[config.mk]
export PLATFORM = sky130hd
export DESIGN_NAME = tug_score_keeper_flat
export DESIGN_NICKNAME = d
export VERILOG_FILES = /design/src/rtl/tug_pkg.sv /design/src/rtl/tug_score_keeper_if.sv /design/src/rtl/tug_pos_encoder.sv /design/src/rtl/tug_score_keeper.sv /design/src/flat_wrapper.sv
export SDC_FILE = /design/constraint.sdc
export NUM_CORES = 1
export LEC_CHECK = 0
export CAP_MARGIN = 20
export CORE_ASPECT_RATIO = 0.7
export CORE_MARGIN = 5
export CORE_UTILIZATION = 30
export CTS_CLUSTER_DIAMETER = 50
export DETAILED_ROUTE_END_ITERATION = 7
export PLACE_DENSITY = 0.51
export SLEW_MARGIN = 20
export SYNTH_ARGS = -nofsm -noshare
export SYNTH_HDL_FRONTEND = slang
export SYNTH_HIERARCHICAL = 1
export SYNTH_SLANG_ARGS = --single-unit
[constraint.sdc]
create_clock -name clk -period 4.25 [get_ports clk]
set_clock_uncertainty 0.2 [all_clocks]
set_input_delay 0.85 -clock clk [delete_from_list [all_inputs] [get_ports clk]]
set_output_delay 0.85 -clock clk [all_outputs]
set_load 0.05 [all_outputs]
[src/rtl/tug_pkg.sv]
// Shared constants and types for the tug-of-war score keeper.
//   LED_W / POS_W : rope vector width and encoded index width
//   *_IDX         : rope indices of the centre and the two ends
//   tug_state_e   : referee FSM state encoding (visible on the debug port)
package tug_pkg;
  localparam int LED_W      = 15;
  localparam int POS_W      = 4;
  localparam int CENTER_IDX = 7;
  localparam int LEFT_IDX   = 14;
  localparam int RIGHT_IDX  = 0;

  typedef enum logic [1:0] {
    IDLE      = 2'd0,
    PLAY      = 2'd1,
    ROUND_END = 2'd2,
    MATCH_END = 2'd3
  } tug_state_e;
endpackage

[src/rtl/tug_score_keeper_if.sv]
// Bus between the game side and the score keeper.
//   S, led          : start level and rope vector (game side -> keeper)
//   pos..state      : referee results (keeper -> observer)
// master = game/observer side, slave = score keeper.
interface tug_score_keeper_if;
  import tug_pkg::*;

  logic                 S;
  logic [LED_W-1:0]     led;
  logic [POS_W-1:0]     pos;
  logic                 pos_valid;
  logic                 pattern_err;
  logic [3:0]           score_l;
  logic [3:0]           score_r;
  logic                 round_win_l;
  logic                 round_win_r;
  logic                 match_over;
  logic                 match_winner;
  logic [1:0]           state;

  modport master (
    output S, led,
    input  pos, pos_valid, pattern_err, score_l, score_r,
           round_win_l, round_win_r, match_over, match_winner, state
  );

  modport slave (
    input  S, led,
    output pos, pos_valid, pattern_err, score_l, score_r,
           round_win_l, round_win_r, match_over, match_winner, state
  );
endinterface

[src/rtl/tug_pos_encoder.sv]
// Combinational one-hot to index encoder for the rope vector.
//   led     : rope vector
//   idx     : index of the set bit (meaningless unless one_hot)
//   one_hot : exactly one bit of led is set
module tug_pos_encoder
  import tug_pkg::*;
(
  input  logic [LED_W-1:0] led,
  output logic [POS_W-1:0] idx,
  output logic             one_hot
);

  always_comb begin
    idx = '0;
    for (int i = 0; i < LED_W; i++) begin
      if (led[i]) idx = POS_W'(i);
    end
    // x & (x-1) clears the lowest set bit; zero result means at most one bit.
    one_hot = (led != '0) && ((led & (led - 1'b1)) == '0);
  end

endmodule

[src/rtl/tug_score_keeper.sv]
// Referee for the tug-of-war game: registers the encoded rope position,
// filters end-of-rope patterns over HOLD_CYCLES, keeps per-player round
// scores and declares a match winner at WIN_ROUNDS round wins.
//   clk, rst : clock and synchronous active-high reset
//   bus      : slave side of tug_score_keeper_if (S, led in; results out)
module tug_score_keeper
  import tug_pkg::*;
#(
  parameter int HOLD_CYCLES = 4,
  parameter int WIN_ROUNDS  = 3
) (
  input logic              clk,
  input logic              rst,
  tug_score_keeper_if.slave bus
);

  localparam logic [3:0]       HOLD_LIM = 4'(HOLD_CYCLES);
  localparam logic [3:0]       WIN_LIM  = 4'(WIN_ROUNDS);
  localparam logic [POS_W-1:0] POS_C    = POS_W'(CENTER_IDX);
  localparam logic [POS_W-1:0] POS_L    = POS_W'(LEFT_IDX);
  localparam logic [POS_W-1:0] POS_R    = POS_W'(RIGHT_IDX);

  logic [POS_W-1:0] enc_idx;
  logic             enc_one_hot;

  logic [POS_W-1:0] pos_q, pos_d;
  logic             pos_valid_q, pos_valid_d;
  logic             pattern_err_q, pattern_err_d;
  logic             s_q, s_d;
  logic [3:0]       hold_cnt_q, hold_cnt_d;
  logic [3:0]       score_l_q, score_l_d;
  logic [3:0]       score_r_q, score_r_d;
  logic             win_l_q, win_l_d;
  logic             win_r_q, win_r_d;
  logic             winner_q, winner_d;
  tug_state_e       state_q, state_d;

  logic s_rise, at_left, at_right, at_center;

  tug_pos_encoder u_enc (
    .led     (bus.led),
    .idx     (enc_idx),
    .one_hot (enc_one_hot)
  );

  // Position stage: invalid patterns keep the last good index.
  always_comb begin
    pos_d         = enc_one_hot ? enc_idx : pos_q;
    pos_valid_d   = enc_one_hot;
    pattern_err_d = ~enc_one_hot;
    s_d           = bus.S;
  end

  // All FSM decisions look at the registered position, hence the
  // one-cycle lag behind led.
  assign s_rise    = bus.S & ~s_q;
  assign at_left   = pos_valid_q && (pos_q == POS_L);
  assign at_right  = pos_valid_q && (pos_q == POS_R);
  assign at_center = pos_valid_q && (pos_q == POS_C);

  always_comb begin
    state_d    = state_q;
    hold_cnt_d = '0;
    score_l_d  = score_l_q;
    score_r_d  = score_r_q;
    win_l_d    = 1'b0;
    win_r_d    = 1'b0;
    winner_d   = winner_q;

    case (state_q)
      IDLE: begin
        if (s_rise) begin
          score_l_d = '0;
          score_r_d = '0;
          state_d   = PLAY;
        end
      end

      PLAY: begin
        if (at_left || at_right) begin
          // The cycle that would bring the count to HOLD_LIM is the win.
          if (hold_cnt_q == HOLD_LIM - 4'd1) begin
            state_d = ROUND_END;
            if (at_left) begin
              win_l_d = 1'b1;
              if (score_l_q < WIN_LIM) score_l_d = score_l_q + 4'd1;
              if (score_l_q + 4'd1 == WIN_LIM) begin
                state_d  = MATCH_END;
                winner_d = 1'b0;
              end
            end else begin
              win_r_d = 1'b1;
              if (score_r_q < WIN_LIM) score_r_d = score_r_q + 4'd1;
              if (score_r_q + 4'd1 == WIN_LIM) begin
                state_d  = MATCH_END;
                winner_d = 1'b1;
              end
            end
          end else begin
            hold_cnt_d = hold_cnt_q + 4'd1;
          end
        end
      end

      ROUND_END: begin
        if (at_center) state_d = PLAY;
      end

      MATCH_END: begin
        if (s_rise) begin
          score_l_d = '0;
          score_r_d = '0;
          state_d   = PLAY;
        end
      end

      default: state_d = IDLE;
    endcase
  end

  always_ff @(posedge clk) begin
    if (rst) begin
      pos_q         <= POS_C;
      pos_valid_q   <= 1'b0;
      pattern_err_q <= 1'b0;
      s_q           <= 1'b0;
      hold_cnt_q    <= '0;
      score_l_q     <= '0;
      score_r_q     <= '0;
      win_l_q       <= 1'b0;
      win_r_q       <= 1'b0;
      winner_q      <= 1'b0;
      state_q       <= IDLE;
    end else begin
      pos_q         <= pos_d;
      pos_valid_q   <= pos_valid_d;
      pattern_err_q <= pattern_err_d;
      s_q           <= s_d;
      hold_cnt_q    <= hold_cnt_d;
      score_l_q     <= score_l_d;
      score_r_q     <= score_r_d;
      win_l_q       <= win_l_d;
      win_r_q       <= win_r_d;
      winner_q      <= winner_d;
      state_q       <= state_d;
    end
  end

  assign bus.pos          = pos_q;
  assign bus.pos_valid    = pos_valid_q;
  assign bus.pattern_err  = pattern_err_q;
  assign bus.score_l      = score_l_q;
  assign bus.score_r      = score_r_q;
  assign bus.round_win_l  = win_l_q;
  assign bus.round_win_r  = win_r_q;
  assign bus.match_over   = (state_q == MATCH_END);
  assign bus.match_winner = winner_q;
  assign bus.state        = state_q;

endmodule

[src/flat_wrapper.sv]
// flat-port wrapper written by rule: the top's interface ports become plain ports
module tug_score_keeper_flat import tug_pkg::*;
#(
  parameter int HOLD_CYCLES = 4,
  parameter int WIN_ROUNDS  = 3
)
  (clk, rst, bus_S, bus_led, bus_pos, bus_pos_valid, bus_pattern_err, bus_score_l, bus_score_r, bus_round_win_l, bus_round_win_r, bus_match_over, bus_match_winner, bus_state);
  tug_score_keeper_if bus_i ();
  input logic clk;
  input logic rst;
  input wire logic [$bits(bus_i.S)-1:0] bus_S;
  input wire logic [$bits(bus_i.led)-1:0] bus_led;
  output wire logic [$bits(bus_i.pos)-1:0] bus_pos;
  output wire logic [$bits(bus_i.pos_valid)-1:0] bus_pos_valid;
  output wire logic [$bits(bus_i.pattern_err)-1:0] bus_pattern_err;
  output wire logic [$bits(bus_i.score_l)-1:0] bus_score_l;
  output wire logic [$bits(bus_i.score_r)-1:0] bus_score_r;
  output wire logic [$bits(bus_i.round_win_l)-1:0] bus_round_win_l;
  output wire logic [$bits(bus_i.round_win_r)-1:0] bus_round_win_r;
  output wire logic [$bits(bus_i.match_over)-1:0] bus_match_over;
  output wire logic [$bits(bus_i.match_winner)-1:0] bus_match_winner;
  output wire logic [$bits(bus_i.state)-1:0] bus_state;
  assign bus_i.S = bus_S;
  assign bus_i.led = bus_led;
  assign bus_pos = bus_i.pos;
  assign bus_pos_valid = bus_i.pos_valid;
  assign bus_pattern_err = bus_i.pattern_err;
  assign bus_score_l = bus_i.score_l;
  assign bus_score_r = bus_i.score_r;
  assign bus_round_win_l = bus_i.round_win_l;
  assign bus_round_win_r = bus_i.round_win_r;
  assign bus_match_over = bus_i.match_over;
  assign bus_match_winner = bus_i.match_winner;
  assign bus_state = bus_i.state;
  tug_score_keeper #(.HOLD_CYCLES(HOLD_CYCLES), .WIN_ROUNDS(WIN_ROUNDS)) u_core (.clk(clk), .rst(rst), .bus(bus_i));
endmodule
==> impl_metrics.py <==
metrics = {
    "clocking": {
        "clk_path_buf_depth": 2,
        "holdBufCountCts": 0,
        "cts_buffers": 3,
        "ctsRootBufferMaster": "clkbuf_8",
        "cts_resized": 0,
        "clkSinkCount": 24,
        "post-cts-setup-buffers": 0,
        "htree_num_levels": 1,
        "clock_latency_ns": 0.27,
        "cts_tree": "yes",
        "clk_pin_slew_ns": 0.09,
    },
    "worst_setup_path": {
        "r2r_start": "u_core/bus.state[0]",
        "arrival_ns": 3.45,
        "slowest_stage": "nor4_2",
        "crit_start": "bus_led[4]",
        "rrSetupSlack_ns": 2.08,
        "critPathCaptureType": "flop",
        "critPathMaxFanout": 6,
        "cp_num_cells": 8,
        "crit_type": "primary input to flop",
        "start_kind": "primary input",
        "max_stage_delay_ns": 0.65,
        "crit_chain": "clkdlybuf4s50_1 -> nor3_4 -> nand3b_1 -> or3_1 -> maj3_2 -> nor4_2 -> mux2i_1 -> nand2_1",
        "critPathTopFamily": "simple AND/OR/NAND/NOR gates",
        "r2r_cells": 5,
        "critPathBufInv": 1,
        "required_ns": 4.21,
    },
    "detailed_routing": {
        "ant_nets": 0,
        "drc": 0,
        "wl_um": 3860,
        "vias": 1395,
        "drt_iter0_markers": 62,
        "first_pass_iters": 4,
        "vias_per_cell": 5.036,
        "post_drt_wl_per_cell_um": 13.94,
    },
    "die": {
        "die_w_um": 94.20,
        "num_io_pins": 38,
        "rows": 21,
        "dieArea_um2": 6494,
        "initial_core_util_pct": 31.14,
        "core_um2": 4782,
        "die_y_um": 68.94,
    },
    "outcome": {
        "status": "completed",
    },
    "sta": {
        "slew_violations": 0,
        "fin_setup_tns_ns": 0,
        "max_slew_margin_pct": 51.51,
        "hold_viol": 0,
        "fin_crit_sh_pct": 82.26,
        "tightest_slew_ns": 0.7213,
        "setup_violations": 0,
        "rsz0062_at_grt": "false",
        "max_freq_mhz": 286.1,
        "period_needed_ns": 3.496,
    },
    "logic_synthesis": {
        "synth.net_count": 197,
        "ys_async_sr_fraction_pct": 0,
        "synth.most_common_cell": "dfxtp_1",
        "ys_types": 51,
        "synth_flop_cell": "dfxtp_1",
        "synth.area.top_cells": "dfxtp_1 32%, ha_1 6.7%, mux2i_1 4.7%",
        "synth_enable_flop_cells": 0,
        "yosysWarnings": 6,
        "synth_cells": 171,
        "yosysTopAreaCell": "dfxtp_1",
        "synth_top_area_share_pct": 32.27,
        "synthTopCellsByCount": "24 x dfxtp_1, 18 x nor2_1, 11 x nand2_1",
        "ys_seq_elements": 24,
        "syn_area_um2": 1489,
        "avgSynthCellArea_um2": 8.707,
        "seq_area_frac_synth_pct": 32.27,
    },
    "global_route": {
        "grt_first_pass_wirelength_um": 6279,
        "gr-total-overflow": 0,
        "grt_pass1_vias": 1312,
        "grt_start_max_net_pins": 15,
        "antenna_found_initial": 0,
        "track_usage_pct": 12.41,
    },
    "worst_hold_path": {
        "holdPathStages": 1,
        "min_path_type": "flop to flop",
        "hold_start": "u_core/hold_cnt_q[0]",
    },
    "power_and_ir_drop": {
        "p_total_uw": 507.1,
        "p_per_area_nw_per_um2": 254.3,
        "p_leak_uw": 0.0007179,
        "ir_drop_uv": 97.52,
    },
    "placement": {
        "gp_congestion": 0.8323,
        "dp_hpwl_um": 3050,
        "port_buffers": 37,
    },
    "final_layout": {
        "antennaDiodeCount": 0,
        "drive_gt1_share_pct": 7.212,
        "area_delta_synth_final_pct": 33.95,
        "final_net_count": 235,
    },
    "run": {
        "maxCapViolations": 0,
    },
}
==> final timing paths <==
kind,endpoint
max reg2reg,u_core/bus.score_l[1]
max,u_core/bus.pos[0]
min,u_core/hold_cnt_q[0]
min reg2reg,u_core/hold_cnt_q[0]
==> logic make-up after synthesis <==
logic type | Yosys count | synth area share (%)
and+or+nand+nor | 75 | 28.99
AOI/OAI and AO/OA | 38 | 20.17
DFF | 24 | 32.27
buffers and inverters | 14 | 4.034
adders and majority gates | 9 | 7.479
muxes | 7 | 4.706
xor gates and xnor gates | 4 | 2.353
==> registers in the layout, indices dropped and copies added, names as in the netlist, 2 cells and up <==
name                cells
u_core/bus.pos          4
u_core/bus.state        2
u_core/bus.score_r      4
u_core/bus.score_l      4
u_core/hold_cnt_q       4
==> layout by cell type, fill, tap and decap left out, types with 2 or more instances in the layout <==
cell / instances
a21oi_1: 8
nor2_1: 18
a211oi_1: 3
nor2b_1: 4
a22o_1: 2
clkdlybuf4s50_1: 37
clkbuf_8: 3
xor2_1: 2
nand3b_1: 2
o211a_1: 2
xnor2_1: 2
nand2b_1: 2
mux2i_1: 7
o32ai_1: 2
or3_1: 4
nor3_1: 7
and3_1: 3
nand3_1: 6
and2_1: 4
ha_1: 8
a221oi_1: 2
inv_1: 10
o21ai_0: 5
nor4_1: 2
a21boi_0: 2
nand2_1: 11
o41ai_2: 2
dfxtp_1: 24
==> layout make-up <==
class,instances,area (µm²)
Inverter,10,37.54
Clock inverter,1,30.03
Sequential cell,24,480.5
Timing Repair Buffer,37,370.4
Tap cell,69,86.33
Clock buffer,3,41.29
Fill cell,502,2788
Multi-Input combinational cell,133,948.4
==> metal layers <==
layer / track usage [%] / up-vias / part of all wire [%]
met5: 0 / - / 0
met4: 1.261 / 0 / 0
met3: 5.315 / 0 / 7.5
met2: 19.52 / 44 / 44
met1: 16.41 / 652 / 49
li1: - / 699 / -
==> metrics by stage <==
step	utilization (%)	cells	hold slack [ns]	worst slack, ns	instance area [µm²]
6_report	41.71	277	0.2537	0.7541	1994
3_3_place_gp	40.21	273	0.2276	0.5885	1923
3_5_place_dp	40.21	273	0.2384	0.4687	1923
2_1_floorplan	-	171	0.2175	1.290	1489
4_1_cts	41.71	277	0.2566	0.7637	1994
5_1_grt	41.71	277	0.2742	0.5543	1994
==> worst reg2reg max path: cells and delay by family, from the launching register on <==
family          cells  cell delay, ns
fa+ha+maj           1            0.43
flops               1            0.43
buf+inv             1            0.09
mux                 1            0.46
compound gates      2            0.47
==> power breakdown <==
group	switching, µW	leakage [µW]	internal [µW]	total (µW)
Combinational	43.4	0.000488	33.9	77.2
Clock	74.7	0.0000357	126	201
Sequential	2.26	0.000194	227	229
No activity file was read; power rests on OpenSTA's default activity.
